==> src/rtl/pam_mult_pkg.sv <==
// rtl/pam_mult_pkg.sv - shared types, constants and parameter checks for the PAM approximate multiplier
// Contents:
//   pam_mode_e      per-transaction mode (PAM_MODE_APPROX=0, PAM_MODE_EXACT=1)
//   pam_row_w       width of one compressed low-part row (W+1)
//   pam_l_ok        legality of the approximation level L for width W
//   pam_t_ok        legality of the truncation column T for width W
//   pam_params_ok   combined elaboration-time legality of W/L/T/TAG_W
package pam_mult_pkg;

    typedef enum logic {
        PAM_MODE_APPROX = 1'b0,
        PAM_MODE_EXACT  = 1'b1
    } pam_mode_e;

    // Two W-bit partial products offset by one column merge into W+1 columns.
    function automatic int pam_row_w(input int w);
        return w + 1;
    endfunction

    // Rows are approximated in pairs, so L must be even and cannot exceed W.
    function automatic bit pam_l_ok(input int w, input int l);
        return (l >= 0) && (l <= w) && ((l % 2) == 0);
    endfunction

    function automatic bit pam_t_ok(input int w, input int t);
        return (t >= 0) && (t <= 2 * w);
    endfunction

    function automatic bit pam_params_ok(input int w, input int l, input int t, input int tag_w);
        return (w >= 2) && pam_l_ok(w, l) && pam_t_ok(w, t) && (tag_w >= 1);
    endfunction

endpackage

==> src/rtl/pam_approx_lowpart.sv <==
// rtl/pam_approx_lowpart.sv - combinational approximate low part A from x[L-1:0] and y
// Ports:
//   x_i   low L bits of the multiplier (1 bit wide when L=0, then ignored)
//   y_i   multiplicand
//   a_o   sum of OR-compressed row pairs, columns below T forced to zero
module pam_approx_lowpart
    import pam_mult_pkg::*;
#(
    parameter int W = 8,
    parameter int L = 6,
    parameter int T = 0
) (
    input  logic [((L > 0) ? L : 1)-1:0] x_i,
    input  logic [W-1:0]                 y_i,
    output logic [2*W-1:0]               a_o
);
    localparam int ZW = 2 * W;
    localparam int RW = pam_row_w(W);
    localparam int NR = L / 2;

    logic [ZW-1:0]        col_mask;
    logic [NR:0][ZW-1:0]  psum;

    for (genvar i = 0; i < ZW; i++) begin : g_mask
        assign col_mask[i] = (i >= T);
    end

    assign psum[0] = '0;

    // Row pair (2k, 2k+1): the odd row is shifted up one column and ORed with
    // the even row instead of added, which is where the approximation comes from.
    for (genvar k = 0; k < NR; k++) begin : g_row
        logic [RW-1:0] even_pp;
        logic [RW-1:0] odd_pp;
        assign even_pp     = {1'b0, y_i & {W{x_i[2*k]}}};
        assign odd_pp      = {y_i & {W{x_i[2*k+1]}}, 1'b0};
        assign psum[k+1]   = psum[k] + ((ZW'(even_pp | odd_pp) << (2 * k)) & col_mask);
    end

    assign a_o = psum[NR];

    if (L == 0) begin : g_no_rows
        logic unused_inputs;
        assign unused_inputs = ^{x_i, y_i};
    end

endmodule

==> src/rtl/pam_approx_mult_pipe.sv <==
// rtl/pam_approx_mult_pipe.sv - three-stage approximate/exact unsigned multiplier with valid/ready
// Optional feature macro: PAM_ERR_CNT_EN (approximate-vs-exact mismatch counter on err_cnt)
// Ports:
//   clk, rst              clock, synchronous active-high reset
//   in_valid / in_ready   operand handshake; in_x (selects rows), in_y, in_exact, in_tag
//   out_valid / out_ready result handshake; out_z (2W bits), out_tag
//   err_cnt               saturating mismatch count; tied to 0 without PAM_ERR_CNT_EN
module pam_approx_mult_pipe
    import pam_mult_pkg::*;
#(
    parameter int W     = 8,
    parameter int L     = 6,
    parameter int T     = 0,
    parameter int TAG_W = 4
) (
    input  logic             clk,
    input  logic             rst,
    input  logic             in_valid,
    output logic             in_ready,
    input  logic [W-1:0]     in_x,
    input  logic [W-1:0]     in_y,
    input  logic             in_exact,
    input  logic [TAG_W-1:0] in_tag,
    output logic             out_valid,
    input  logic             out_ready,
    output logic [2*W-1:0]   out_z,
    output logic [TAG_W-1:0] out_tag,
    output logic [31:0]      err_cnt
);
    localparam int ZW = 2 * W;
    localparam int LW = (L > 0) ? L : 1;

    if (!pam_params_ok(W, L, T, TAG_W)) begin : g_param_check
        $error("pam_approx_mult_pipe: illegal W/L/T/TAG_W combination");
    end

    logic             adv;

    logic             s1_valid_q;
    logic [W-1:0]     s1_x_q;
    logic [W-1:0]     s1_y_q;
    pam_mode_e        s1_mode_q;
    logic [TAG_W-1:0] s1_tag_q;

    logic [W-1:0]     x_hi_d;
    logic [ZW-1:0]    h_d;
    logic [ZW-1:0]    a_d;
    logic [ZW-1:0]    p_d;

    logic             s2_valid_q;
    logic [ZW-1:0]    s2_h_q;
    logic [ZW-1:0]    s2_a_q;
    logic [ZW-1:0]    s2_p_q;
    pam_mode_e        s2_mode_q;
    logic [TAG_W-1:0] s2_tag_q;

    logic             out_valid_q;
    logic [ZW-1:0]    out_z_q;
    logic [TAG_W-1:0] out_tag_q;

    // Whole pipe moves as one; it only freezes when a finished result is refused.
    assign adv      = !out_valid_q || out_ready;
    assign in_ready = adv;

    // S1: operands, mode and tag
    always_ff @(posedge clk) begin
        if (rst) begin
            s1_valid_q <= 1'b0;
            s1_x_q     <= '0;
            s1_y_q     <= '0;
            s1_mode_q  <= PAM_MODE_APPROX;
            s1_tag_q   <= '0;
        end else if (adv) begin
            s1_valid_q <= in_valid;
            if (in_valid) begin
                s1_x_q    <= in_x;
                s1_y_q    <= in_y;
                s1_mode_q <= in_exact ? PAM_MODE_EXACT : PAM_MODE_APPROX;
                s1_tag_q  <= in_tag;
            end
        end
    end

    // High rows [W-1:L] are multiplied exactly; shifting x right by L drops the
    // approximated rows and the product is moved back to weight 2^L.
    assign x_hi_d = s1_x_q >> L;
    assign h_d    = (ZW'(x_hi_d) * ZW'(s1_y_q)) << L;
    assign p_d    = ZW'(s1_x_q) * ZW'(s1_y_q);

    pam_approx_lowpart #(
        .W (W),
        .L (L),
        .T (T)
    ) u_lowpart (
        .x_i (s1_x_q[LW-1:0]),
        .y_i (s1_y_q),
        .a_o (a_d)
    );

    // S2: high part, low part and exact product
    always_ff @(posedge clk) begin
        if (rst) begin
            s2_valid_q <= 1'b0;
            s2_h_q     <= '0;
            s2_a_q     <= '0;
            s2_p_q     <= '0;
            s2_mode_q  <= PAM_MODE_APPROX;
            s2_tag_q   <= '0;
        end else if (adv) begin
            s2_valid_q <= s1_valid_q;
            if (s1_valid_q) begin
                s2_h_q    <= h_d;
                s2_a_q    <= a_d;
                s2_p_q    <= p_d;
                s2_mode_q <= s1_mode_q;
                s2_tag_q  <= s1_tag_q;
            end
        end
    end

    // S3: selected result; only loaded from a valid S2 slot so a bubble leaves
    // the last result on out_z.
    always_ff @(posedge clk) begin
        if (rst) begin
            out_valid_q <= 1'b0;
            out_z_q     <= '0;
            out_tag_q   <= '0;
        end else if (adv) begin
            out_valid_q <= s2_valid_q;
            if (s2_valid_q) begin
                out_z_q   <= (s2_mode_q == PAM_MODE_EXACT) ? s2_p_q : (s2_h_q + s2_a_q);
                out_tag_q <= s2_tag_q;
            end
        end
    end

    assign out_valid = out_valid_q;
    assign out_z     = out_z_q;
    assign out_tag   = out_tag_q;

`ifdef PAM_ERR_CNT_EN
    logic        mis_d;
    logic        s2_mis_q;
    logic        s3_mis_q;
    logic [31:0] err_cnt_q;
    logic [31:0] err_cnt_d;

    // Compared for every transaction, whatever mode it asked for.
    assign mis_d = ((h_d + a_d) != p_d);

    always_ff @(posedge clk) begin
        if (rst) begin
            s2_mis_q <= 1'b0;
            s3_mis_q <= 1'b0;
        end else if (adv) begin
            if (s1_valid_q) begin
                s2_mis_q <= mis_d;
            end
            if (s2_valid_q) begin
                s3_mis_q <= s2_mis_q;
            end
        end
    end

    always_comb begin
        err_cnt_d = err_cnt_q;
        if (out_valid_q && out_ready && s3_mis_q && (err_cnt_q != 32'hFFFF_FFFF)) begin
            err_cnt_d = err_cnt_q + 32'd1;
        end
    end

    always_ff @(posedge clk) begin
        if (rst) begin
            err_cnt_q <= '0;
        end else begin
            err_cnt_q <= err_cnt_d;
        end
    end

    assign err_cnt = err_cnt_q;
`else
    assign err_cnt = '0;
`endif

endmodule

==> config.mk <==
export PLATFORM = sky130hd
export DESIGN_NAME = pam_approx_mult_pipe
export DESIGN_NICKNAME = d
export VERILOG_FILES = /design/src/rtl/pam_mult_pkg.sv /design/src/rtl/pam_approx_lowpart.sv /design/src/rtl/pam_approx_mult_pipe.sv
export SDC_FILE = /design/constraint.sdc
export NUM_CORES = 1
export LEC_CHECK = 0
export ABC_CLOCK_PERIOD_IN_PS = 8980
export BUFFER_PORTS_ARGS = -buffer_cell sky130_fd_sc_hd__buf_4
export CORE_ASPECT_RATIO = 1.4
export CORE_UTILIZATION = 49
export CTS_CLUSTER_SIZE = 20
export DETAILED_ROUTE_END_ITERATION = 8
export PLACE_DENSITY = 0.69
export SETUP_SLACK_MARGIN = 0.3
export SLEW_MARGIN = 15
export SYNTH_ARGS = -nofsm -noshare
export SYNTH_HDL_FRONTEND = slang
export SYNTH_HIERARCHICAL = 1
export SYNTH_SLANG_ARGS = --single-unit
export TNS_END_PERCENT = 1
==> constraint.sdc <==
create_clock -name clk -period 8.98 [get_ports clk]
set_clock_uncertainty 0.05 [all_clocks]
set_input_delay 1.796 -clock clk [delete_from_list [all_inputs] [get_ports clk]]
set_output_delay 1.796 -clock clk [all_outputs]
set_load 0.02 [all_outputs]
==> metrics.md, run 1 <==
| Metric | Value |
|---|---|
| DIE WIDTH | around 100 µm |
| Number of CTS-inserted buffers | 9 |
| Final hold violation count | 0 |
| Hold Path Origin | out_z[7] |
| Routed wire length | approximately 16 mm |
| Final setup viols | 0 |
| Initial antenna violation count | 0 |
| Min Clock Period, post-route | between 4 and 5 ns |
| CTS Root Cell | clkbuf_16 |
| Top-area cell type share of the netlist area | 0.251 |
| GRT overflow | 0 |
| Die Height | approximately 150 µm |
| PortBufs | 46 |
| Ys flop type | dfxtp_1 |
| CTS sink cnt | 91 |
| Syn. warnings | 6 |
| Post-DP HPWL | between 10 and 15 mm |
| Post-synth top area cell | dfxtp_1 |
| DRT Pass-1 Iters | 4 |
| Hold buffers post-CTS | 0 |
| Hold Crit Class | flop to flop |
| Clk buf depth | 2 |
| Postcts setup bufs | 0 |
| Ys async rst share | 0 |
| Leakage | between 3 and 4 nW |
| Post_cts resized | 0 |
| Site Rows | 52 |
| Clock transition at the registers of the reported paths | around 0.080 ns |
| Syn Area/Cell | 8.03 µm² |
| CP max stage delay | ~0.64 ns |
| Mapped Area | 0.00725 mm² |
| PwrDens | approximately 120 mW/mm² |
| Clk_lat worst skew | between 0.3 and 0.4 ns |
| GRT Total Usage | 0.219 |
| WS Path Type | flop to flop |
| Die area | 0.0153 mm² |
| Share of post-route cells with drive strength above 1 | 0.0818 |
| Worst Setup SP | s1_x_q[0] |
| Antenna viol nets, final | 0 |
| Initial DRC Count | 210 |
| Pin count of the biggest net entering global routing | 86 |
| First-pass GRT wire length | about 27 mm |
| Worst setup SP type | flop |
| Slowest library cell on the worst path | dfxtp_1 |
| Critical path arrival | slightly below 5 ns |
| WP buf/inv | 3 |
| Critical path cell sequence | nand2_1, fa_1, fa_1, inv_1, fa_1, inv_1, fa_1, inv_1, ha_1, o21a_1, o31a_1, o21ai_2, o221ai_2, or4b_1, nand3_1 |
| Critical R2R Launch | s1_x_q[0] |
| Syn-to-layout area delta | 8.62% |
| Via count | roughly 5900 |
| Critical path's most frequent cell | fa_1 |
| Max Slew Vio Count | 0 |
| Max Cap Viol | 0 |
| Max-slew headroom | 0.303 |
| Synth Register Bits | 91 |
| # nets final | between 1000 and 1500 |
| Top cells by area, synth | dfxtp_1 25%, ha_1 11%, fa_1 11% |
| CTS tree | built |
| Final Instance Area | around 0.008 mm² |
| Vias per Instance | between 5 and 6 |
| Sequential share of the synthesized area | 0.251 |
| H-Tree Depth | 3 |
| # IOs | 79 |
| Post-synth EDFFs | 0 |
| Period utilization | 0.518 |
| VDD IR max | between 0.00009 and 0.0001 V |
| Initial Utilization | 0.502 |
| WHS | about 0.4 ns |
| Worst slew pin tran | around 1.0 ns |
| Pre-CTS setup slack | 4.36 ns |
| CORE AREA | between 0.01 and 0.015 mm² |
| Crit path max fanout | 17 |
| Ant diodes | 0 |
| Run status | completed |
| Fmax | between 200 and 250 MHz |
| Avg WL per Cell | ~14 µm |
| Delay-heaviest family, CP | adder cells |
| Dpl cell area | roughly 0.0076 mm² |
| Crit path required time | a little over 9 ns |
| Fill cell count | about 1400 |
| Post-Syn Instances | 903 |
| Placer Congestion | ~0.9 |
| Setup slack after layout | 4.33 ns |
| Power, Total | just under 0.001 W |
| RSZ-0062 raised after global routing | no |
| Netlist cell types | 58 |
| CP endpoint kind | flop |
| Setup TNS | 0 ns |
| Drc violations | 0 |
| Vias in the first global route | approximately 5600 |
[sequential cells by signal, summed over array words and instances (netlist names)]
name        flops
out_z          16
s2_a_q         16
s2_p_q         16
s2_h_q         10
s1_x_q          8
s1_y_q          8
out_tag         4
s1_tag_q        4
s2_tag_q        4
out_valid       1
s1_mode_q       1
s1_valid_q      1
s2_mode_q       1
s2_valid_q      1
[Yosys cell counts (3+ instances only)]
| cell | instances |
|---|---|
| a211oi_1 | 19 |
| a21o_1 | 6 |
| a21oi_1 | 95 |
| a22o_1 | 20 |
| a31oi_1 | 4 |
| and2_1 | 55 |
| buf_1 | 4 |
| buf_2 | 6 |
| buf_4 | 34 |
| clkbuf_1 | 27 |
| dfxtp_1 | 91 |
| fa_1 | 40 |
| ha_1 | 66 |
| inv_1 | 82 |
| mux2i_1 | 8 |
| nand2_1 | 151 |
| nand3_1 | 14 |
| nor2_1 | 43 |
| nor2b_1 | 6 |
| nor2b_4 | 3 |
| nor3_1 | 14 |
| o211ai_1 | 4 |
| o21a_1 | 10 |
| o21ai_0 | 27 |
| o21bai_1 | 3 |
| o31a_1 | 5 |
| or4_1 | 3 |
| xnor2_1 | 14 |
| xor2_1 | 11 |
[area by class of cell]
class	instances	area (µm²)	share of cell area
clock buffer	9	225	0.0286
multi-input combinational	691	4840	0.614
inverter	82	308	0.0391
sequential	91	1820	0.231
clock inverter	7	76.3	0.00970
timing repair buffer	49	368	0.0467
tap	189	236	0.0300
[worst reg2reg max path, cell delays in order, from the launching register on]
cell and delay (ns):
dfxtp_1 0.64, nand2_1 0.15, fa_1 0.54, fa_1 0.54
inv_1 0.05, fa_1 0.52, inv_1 0.05, fa_1 0.53
inv_1 0.04, ha_1 0.35, o21a_1 0.14, o31a_1 0.13
o21ai_2 0.16, o221ai_2 0.13, or4b_1 0.47, nand3_1 0.09
[final timing paths]
kind	slack (ns)	end	depth (start not counted)
setup reg to reg	4.33	s2_p_q[11]	15
hold reg to reg	0.40	out_z[7]	2
hold / removal	0.40	out_z[7]	2
setup / recovery	4.33	s2_p_q[11]	15
[logic make-up (layout without fill, tap and decap cells)]
logic type,after synthesis,after routing,share of synthesized area
adders and majority gates,106,106,0.224
DFF,91,91,0.251
AOI/OAI and AO/OA,212,212,0.186
xor gates and xnor gates,25,25,0.0302
other,2,34,0.00104
buffers and inverters,153,147,0.0979
and+or+nand+nor,306,306,0.198
muxes,8,8,0.0111
[layer usage]
| layer | part of all wire | GRT usage | vias to the layer above |
|---|---|---|---|
| li1 | - | - | 3005 |
| met1 | 0.45 | 0.277 | 2758 |
| met4 | 0.023 | 0.0810 | 0 |
| met5 | 0 | 0 | - |
| met2 | 0.49 | 0.384 | 143 |
| met3 | 0.039 | 0.0237 | 25 |
[cell usage in the layout, fill, tap and decap left out, types with 19 or more instances in the layout]
master / count
inv_1: 82
conb_1: 34
a211oi_1: 19
o21ai_0: 27
nand2_1: 151
and2_1: 55
a21oi_1: 95
buf_4: 49
nor2_1: 43
ha_1: 66
a22o_1: 20
fa_1: 40
dfxtp_1: 91
[metrics by stage]
stage	utilization	std cells
floorplan	-	935
global placement	0.524	1102
detailed placement	0.524	1102
CTS	0.545	1118
global route	0.545	1118
finish	0.545	1118
[report_power, final]
part	internal, W	switching, W	leakage (nW)
sequential	0.000418	0.0000233	0.741
combinational	0.0000539	0.0000883	2.67
clock	0.000200	0.000192	0.149
(Power assumes the default switching activity.)
==> run 2: changes to the inputs <==
ABC_CLOCK_PERIOD_IN_PS = 4500   (was 8980)
clock period = 4.5 ns   (was 8.98 ns; I/O delays follow)
==> metrics.md, run 2 (synthesis results as in run 1) <==
| Metric | Value |
|---|---|
| Run status | completed (unchanged) |
| Die Height | 146 µm (unchanged) |
| Via count | 6027 (was 5931) |
| Antenna viol nets, final | 0 (unchanged) |
| DIE WIDTH | 105 µm (unchanged) |
| CTS Root Cell | clkbuf_16 (unchanged) |
| Hold buffers post-CTS | 0 (unchanged) |
| Hold Crit Class | flop to flop (unchanged) |
| Worst setup SP type | flop (unchanged) |
| H-Tree Depth | 3 (unchanged) |
| Worst slew pin tran | 0.997 ns (was 1.04 ns) |
| R2R setup slack | 0.40 ns (was 4.33 ns) |
| Ant diodes | 0 (unchanged) |
| Number of CTS-inserted buffers | 9 (unchanged) |
| CORE AREA | 0.0144 mm² (unchanged) |
| Max-slew headroom | 0.334 (was 0.303) |
| DRT Pass-1 Iters | 5 (was 4) |
| Period utilization | 0.911 (was 0.518) |
| CTS tree | built (unchanged) |
| # nets final | 1080 (was 1055) |
| Initial Utilization | 0.502 (unchanged) |
| GRT Total Usage | 0.220 (was 0.219) |
| Final Util | 0.568 (was 0.545) |
| Die area | 0.0153 mm² (unchanged) |
| PortBufs | 46 (unchanged) |
| Placer Congestion | 0.840 (was 0.876) |
| First-pass GRT wire length | 27.3 mm (was 27.0 mm) |
| Hold Path Origin | s2_p_q[5] (was out_z[7]) |
| Post-DP HPWL | 12.3 mm (was 12.1 mm) |
| Setup slack after layout | 0.399 ns (was 4.33 ns) |
| # IOs | 79 (unchanged) |
| Clock transition at the registers of the reported paths | 0.07 ns (was 0.08 ns) |
| Leakage | 3.69 nW (was 3.56 nW) |
| Vias in the first global route | 5681 (was 5603) |
| Pre-CTS setup slack | 0.159 ns (was 4.36 ns) |
| Final setup viols | 0 (unchanged) |
| Worst Setup SP | s1_x_q[3] (was s1_x_q[0]) |
| RSZ-0062 raised after global routing | yes (was no) |
| Drc violations | 0 (unchanged) |
| Critical path's most frequent cell | fa_1 (unchanged) |
| Setup TNS | 0 ns (unchanged) |
| CTS sink cnt | 91 (unchanged) |
| Most frequent cells in the layout | 150 x nand2_1, 94 x a21oi_1, 79 x inv_1, 79 x dfxtp_1, 68 x buf_4 (was 151 x nand2_1, 95 x a21oi_1, 91 x dfxtp_1) |
| Vias per Instance | 5.27 (was 5.31) |
| Critical path arrival | 4.34 ns (was 4.90 ns) |
| Routed wire length | 16.5 mm (was 16.2 mm) |
| Share of post-route cells with drive strength above 1 | 0.136 (was 0.0818) |
| Max Slew Vio Count | 0 (unchanged) |
| Critical R2R Launch | s1_x_q[3] (was s1_x_q[0]) |
| Initial antenna violation count | 0 (unchanged) |
| Site Rows | 52 (unchanged) |
| Syn-to-layout area delta | 13.2% (was 8.62%) |
| Clk buf depth | 2 (unchanged) |
| Avg WL per Cell | 14.4 µm (was 14.5 µm) |
| CP endpoint kind | flop (unchanged) |
| Max Cap Viol | 0 (unchanged) |
| Crit path max fanout | 5 (was 17) |
| WS Path Type | flop to flop (unchanged) |
| Initial DRC Count | 295 (was 210) |
| Fmax | 244 MHz (was 215 MHz) |
| Clk_lat worst skew | 0.34 ns (was 0.36 ns) |
| Min Clock Period, post-route | 4.10 ns (was 4.65 ns) |
| Final hold violation count | 0 (unchanged) |
| GRT overflow | 0 (unchanged) |
| Slowest library cell on the worst path | fa_1 (was dfxtp_1) |
| CP max stage delay | 0.53 ns (was 0.64 ns) |
| VDD IR max | 0.000187 V (was 0.0000937 V) |
| Most common cell after layout, fill and taps aside | nand2_1 (unchanged) |
| Pin count of the biggest net entering global routing | 86 (unchanged) |
| PwrDens | 235 mW/mm² (was 124 mW/mm²) |
| Crit path required time | 4.74 ns (was 9.23 ns) |
| Critical path cell sequence | and2_4, fa_1, inv_1, fa_1, inv_1, fa_1, inv_2, fa_1, inv_2, ha_4, o21a_1, o31a_1, o21ai_2, o221ai_2, or4b_1, nand3_1 (was nand2_1, fa_1, fa_1, inv_1, fa_1, inv_1, fa_1, inv_1, ha_1, o21a_1, o31a_1, o21ai_2, o221ai_2, or4b_1, nand3_1) |
## run 2: changes by cell type in the layout (fill, tap and decap cells not counted), sizes merged
cell / before / now
buf: 49 / 74
clkinv: 2 / 4
inv: 87 / 85
## run 2: final cells by class
class | instances | area (µm²)
Fill cell | 1407 | 6240
Multi-Input combinational cell | 691 | 4920
Sequential cell | 91 | 1860
Timing Repair Buffer | 74 | 586
Inverter | 82 | 308
Tap cell | 189 | 236
Clock buffer | 9 | 225
Clock inverter | 7 | 68.8
## run 2: what timing repair did
action,in CTS,in global routing
setup endpoints to repair,6,7
resized for setup,18,26
buffers inserted,7,6
pin swaps,3,16
## run 2: worst max-delay path: cells and delay by family (launching register included)
kind,cells,cell delay (ns)
AOI/OAI and AO/OA,4,0.53
adders and majority gates,5,2.18
buffers and inverters,4,0.18
and+or+nand+nor,3,0.73
DFF,1,0.36
## run 2: worst paths after layout
kind | endpoint | depth (start not counted)
setup / recovery | s2_p_q[11] | 16
hold / removal | s2_p_q[5] | 2
setup reg to reg | s2_p_q[11] | 16
hold reg to reg | s2_p_q[5] | 2
## run 2: stage by stage
step	total power, W	cell area, µm²	hold WS [ns]	cells
global route	0.00202	8210	0.430	1143
global placement	0.00119	7680	0.387	1114
CTS	0.00193	8090	0.403	1137
floorplan	0.00112	7390	0.382	935
finish	0.00193	8210	0.403	1143
detailed placement	0.00119	7680	0.394	1114
## run 2: power by group
group          internal, W  total [W]  switching [W]
combinational     0.000129   0.000331       0.000202
sequential        0.000833   0.000863      0.0000299
clock             0.000388   0.000737       0.000349
total              0.00135    0.00193       0.000581
## run 2: metal layers
| layer | part of all wire | global-route usage |
|---|---|---|
| met5 | 0 | 0 |
| met4 | 0.023 | 0.0697 |
| met3 | 0.033 | 0.0260 |
| met2 | 0.50 | 0.390 |
| met1 | 0.44 | 0.276 |
==> run 3: changes to the inputs <==
CELL_PAD_IN_SITES_DETAIL_PLACEMENT = 0   (was default)
CELL_PAD_IN_SITES_GLOBAL_PLACEMENT = 2   (was default)
CORE_UTILIZATION = 36   (was 49)
PLACE_DENSITY = default   (was 0.69)
PLACE_DENSITY_LB_ADDON = 0.1   (was default)
==> metrics.md, run 3 (synthesis results as in run 1) <==
| Metric | Value |
|---|---|
| Clock transition at the registers of the reported paths | 0.08 ns (was 0.07 ns) |
| Final hold violation count | 0 (unchanged) |
| Site Rows | 61 (was 52) |
| Initial Utilization | 0.367 (was 0.502) |
| # nets final | 1079 (was 1080) |
| Share of post-route cells with drive strength above 1 | 0.130 (was 0.136) |
| Pre-CTS setup slack | 0.126 ns (was 0.159 ns) |
| Routed wire length | 19.0 mm (was 16.5 mm) |
| Critical path arrival | 4.31 ns (was 4.34 ns) |
| Syn-to-layout area delta | 14.3% (was 13.2%) |
| Sequential power share | 0.428 (was 0.447) |
| Worst slew pin tran | 1.03 ns (was 0.997 ns) |
| Setup slack after layout | 0.351 ns (was 0.399 ns) |
| Placer Congestion | 0.818 (was 0.840) |
| Met2 wire len | 9.39 mm (was 8.25 mm) |
| Die Height | 170 µm (was 146 µm) |
| Setup TNS | 0 ns (unchanged) |
| WS Path Type | flop to flop (unchanged) |
| Period utilization | 0.922 (was 0.911) |
| PortBufs | 46 (unchanged) |
| GRT Total Usage | 0.193 (was 0.220) |
| Area of the multi-input gates | 0.00491 mm² (was 0.00492 mm²) |
| Clk pwr share | 0.405 (was 0.382) |
| CP max stage delay | 0.50 ns (was 0.53 ns) |
| Clk_lat worst skew | 0.35 ns (was 0.34 ns) |
| Most common cell after layout, fill and taps aside | nand2_1 (unchanged) |
| Sw Share | 0.302 (was 0.301) |
| Clk buf depth | 2 (unchanged) |
| NetSw | 0.000610 W (was 0.000581 W) |
| Max-slew headroom | 0.315 (was 0.334) |
| Power, Total | 0.00202 W (was 0.00193 W) |
| RSZ-0062 raised after global routing | yes (unchanged) |
| Max Cap Viol | 0 (unchanged) |
| Antenna viol nets, final | 0 (unchanged) |
| Vias per Instance | 4.99 (was 5.27) |
| Number of CTS-inserted buffers | 9 (unchanged) |
| Placed cells | 1184 (was 1114) |
| DRT Pass-1 Iters | 6 (was 5) |
| Min Clock Period, post-route | 4.15 ns (was 4.10 ns) |
| # IOs | 79 (unchanged) |
| Drc violations | 0 (unchanged) |
| Crit path required time | 4.66 ns (was 4.74 ns) |
| Register area | 0.00185 mm² (was 0.00186 mm²) |
| Hold Crit Class | flop to flop (unchanged) |
| Final setup viols | 0 (unchanged) |
| DIE WIDTH | 122 µm (was 105 µm) |
| Pin count of the biggest net entering global routing | 86 (unchanged) |
| CTS tree | built (unchanged) |
| Vias in the first global route | 6030 (was 5681) |
| Run status | completed (unchanged) |
| Combinational share of power | 0.167 (was 0.172) |
| VDD IR max | 0.000169 V (was 0.000187 V) |
| PwrDens | 244 mW/mm² (was 235 mW/mm²) |
| Die area | 0.0207 mm² (was 0.0153 mm²) |
| Critical path cell sequence | buf_4, and2_1, fa_1, fa_1, inv_1, fa_1, fa_1, inv_1, ha_1, a21oi_2, o21ai_1, or3_1, o22ai_2, xnor2_1, a21oi_1 (was and2_4, fa_1, inv_1, fa_1, inv_1, fa_1, inv_2, fa_1, inv_2, ha_4, o21a_1, o31a_1, o21ai_2, o221ai_2, or4b_1, nand3_1) |
| CTS Root Cell | clkbuf_16 (unchanged) |
| Ant diodes | 0 (unchanged) |
| Worst setup SP type | flop (unchanged) |
| First-pass GRT wire length | 30.9 mm (was 27.3 mm) |
| Int Pwr | 0.00141 W (was 0.00135 W) |
| Critical path's most frequent cell | fa_1 (unchanged) |
| GRT overflow | 0 (unchanged) |
| Slowest library cell on the worst path | fa_1 (unchanged) |
| Leakage | 3.69 nW (about the same) |
| CP endpoint kind | flop (unchanged) |
| Metal3 WL | 605 µm (was 543 µm) |
| Max Slew Vio Count | 0 (unchanged) |
| Met1 WL | 8.60 mm (was 7.33 mm) |
| Via count | 6010 (was 6027) |
| Initial DRC Count | 285 (was 295) |
| Post-DP HPWL | 14.8 mm (was 12.3 mm) |
| Fill cell count | 2080 (was 1407) |
| Top sig layer | met4 (unchanged) |
| H-Tree Depth | 3 (unchanged) |
| WHS | 0.400 ns (was 0.403 ns) |
| Avg WL per Cell | 15.8 µm (was 14.4 µm) |
| Initial antenna violation count | 0 (unchanged) |
| Fin cells | 1205 (was 1143) |
| CTS sink cnt | 91 (unchanged) |
| Most frequent cells in the layout | 151 x nand2_1, 92 x a21oi_1, 81 x inv_1 (was 150 x nand2_1, 94 x a21oi_1, 79 x inv_1, 79 x dfxtp_1, 68 x buf_4) |
| Fmax | 241 MHz (was 244 MHz) |
| Crit path max fanout | 6 (was 5) |
| CORE AREA | 0.0198 mm² (was 0.0144 mm²) |
-- run 3: changes by cell type in the layout (fill, tap and decap cells not counted), moves of 2 or more --
cell,before,now
clkinv_4,3,1
a21oi_1,94,92
a21oi_2,1,3
dfxtp_2,2,6
dfxtp_4,10,6
inv_2,3,1
inv_1,79,81
buf_6,4,2
-- run 3: area by class of cell --
cell class	instances	share of cell area
multi-input cells	691	0.593
flip-flops and latches	91	0.224
repair buffers	73	0.0695
well taps	252	0.0381
inverters	82	0.0372
clock buffers	9	0.0272
clock inverters	7	0.0112
-- run 3: path summary, 6_finish.rpt --
check / start / end / slack (ns) / cells past startpoint
worst max-delay path: s1_x_q[3] / s2_p_q[15] / 0.35 / 15
worst min-delay path: s2_tag_q[2] / out_tag[2] / 0.40 / 2
worst max register to register: s1_x_q[3] / s2_p_q[15] / 0.35 / 15
worst min register to register: s2_tag_q[2] / out_tag[2] / 0.40 / 2
-- run 3: stage by stage --
| stage | utilization | instance area (µm²) |
|---|---|---|
| after floorplan | - | 7390 |
| after global placement | 0.396 | 7820 |
| after detailed placement | 0.396 | 7820 |
| after CTS | 0.415 | 8200 |
| after global routing | 0.419 | 8280 |
| final | 0.419 | 8280 |
-- run 3: layer usage --
| metal | global-route usage | vias up |
|---|---|---|
| met1 | 0.243 | 2827 |
| met4 | 0.0617 | 0 |
| met3 | 0.0261 | 23 |
| li1 | - | 3051 |
| met5 | 0 | - |
| met2 | 0.334 | 109 |
-- run 3: power by group through the flow --
stage / registers (W) / clock network (W) / logic (W)
floorplan: 0.000887 / 0 / 0.000236
finish: 0.000864 / 0.000818 / 0.000338
CTS: 0.000865 / 0.000848 / 0.000335
detailed placement: 0.000885 / 0 / 0.000327
global placement: 0.000884 / 0 / 0.000327
global route: 0.000869 / 0.000880 / 0.000380
-- run 3: worst max-delay path: cells and delay by family, from the launching register on --
family / cells / cell delay [ns]
AOI/OAI and AO/OA: 4 / 0.52
adders and majority gates: 5 / 2.17
buffers and inverters: 3 / 0.24
xor gates and xnor gates: 1 / 0.13
DFF: 1 / 0.36
and+or+nand+nor: 2 / 0.51
-- run 3: repair_timing --
item                                   in CTS  in global routing
setup endpoints to repair                   7                  8
endpoints found under the hold margin       0                  0
pin swaps                                   4                  5
hold buffers                                0                  0
cloned                                      0                  0
resized for setup                          16                 15
buffers inserted                            4                  1
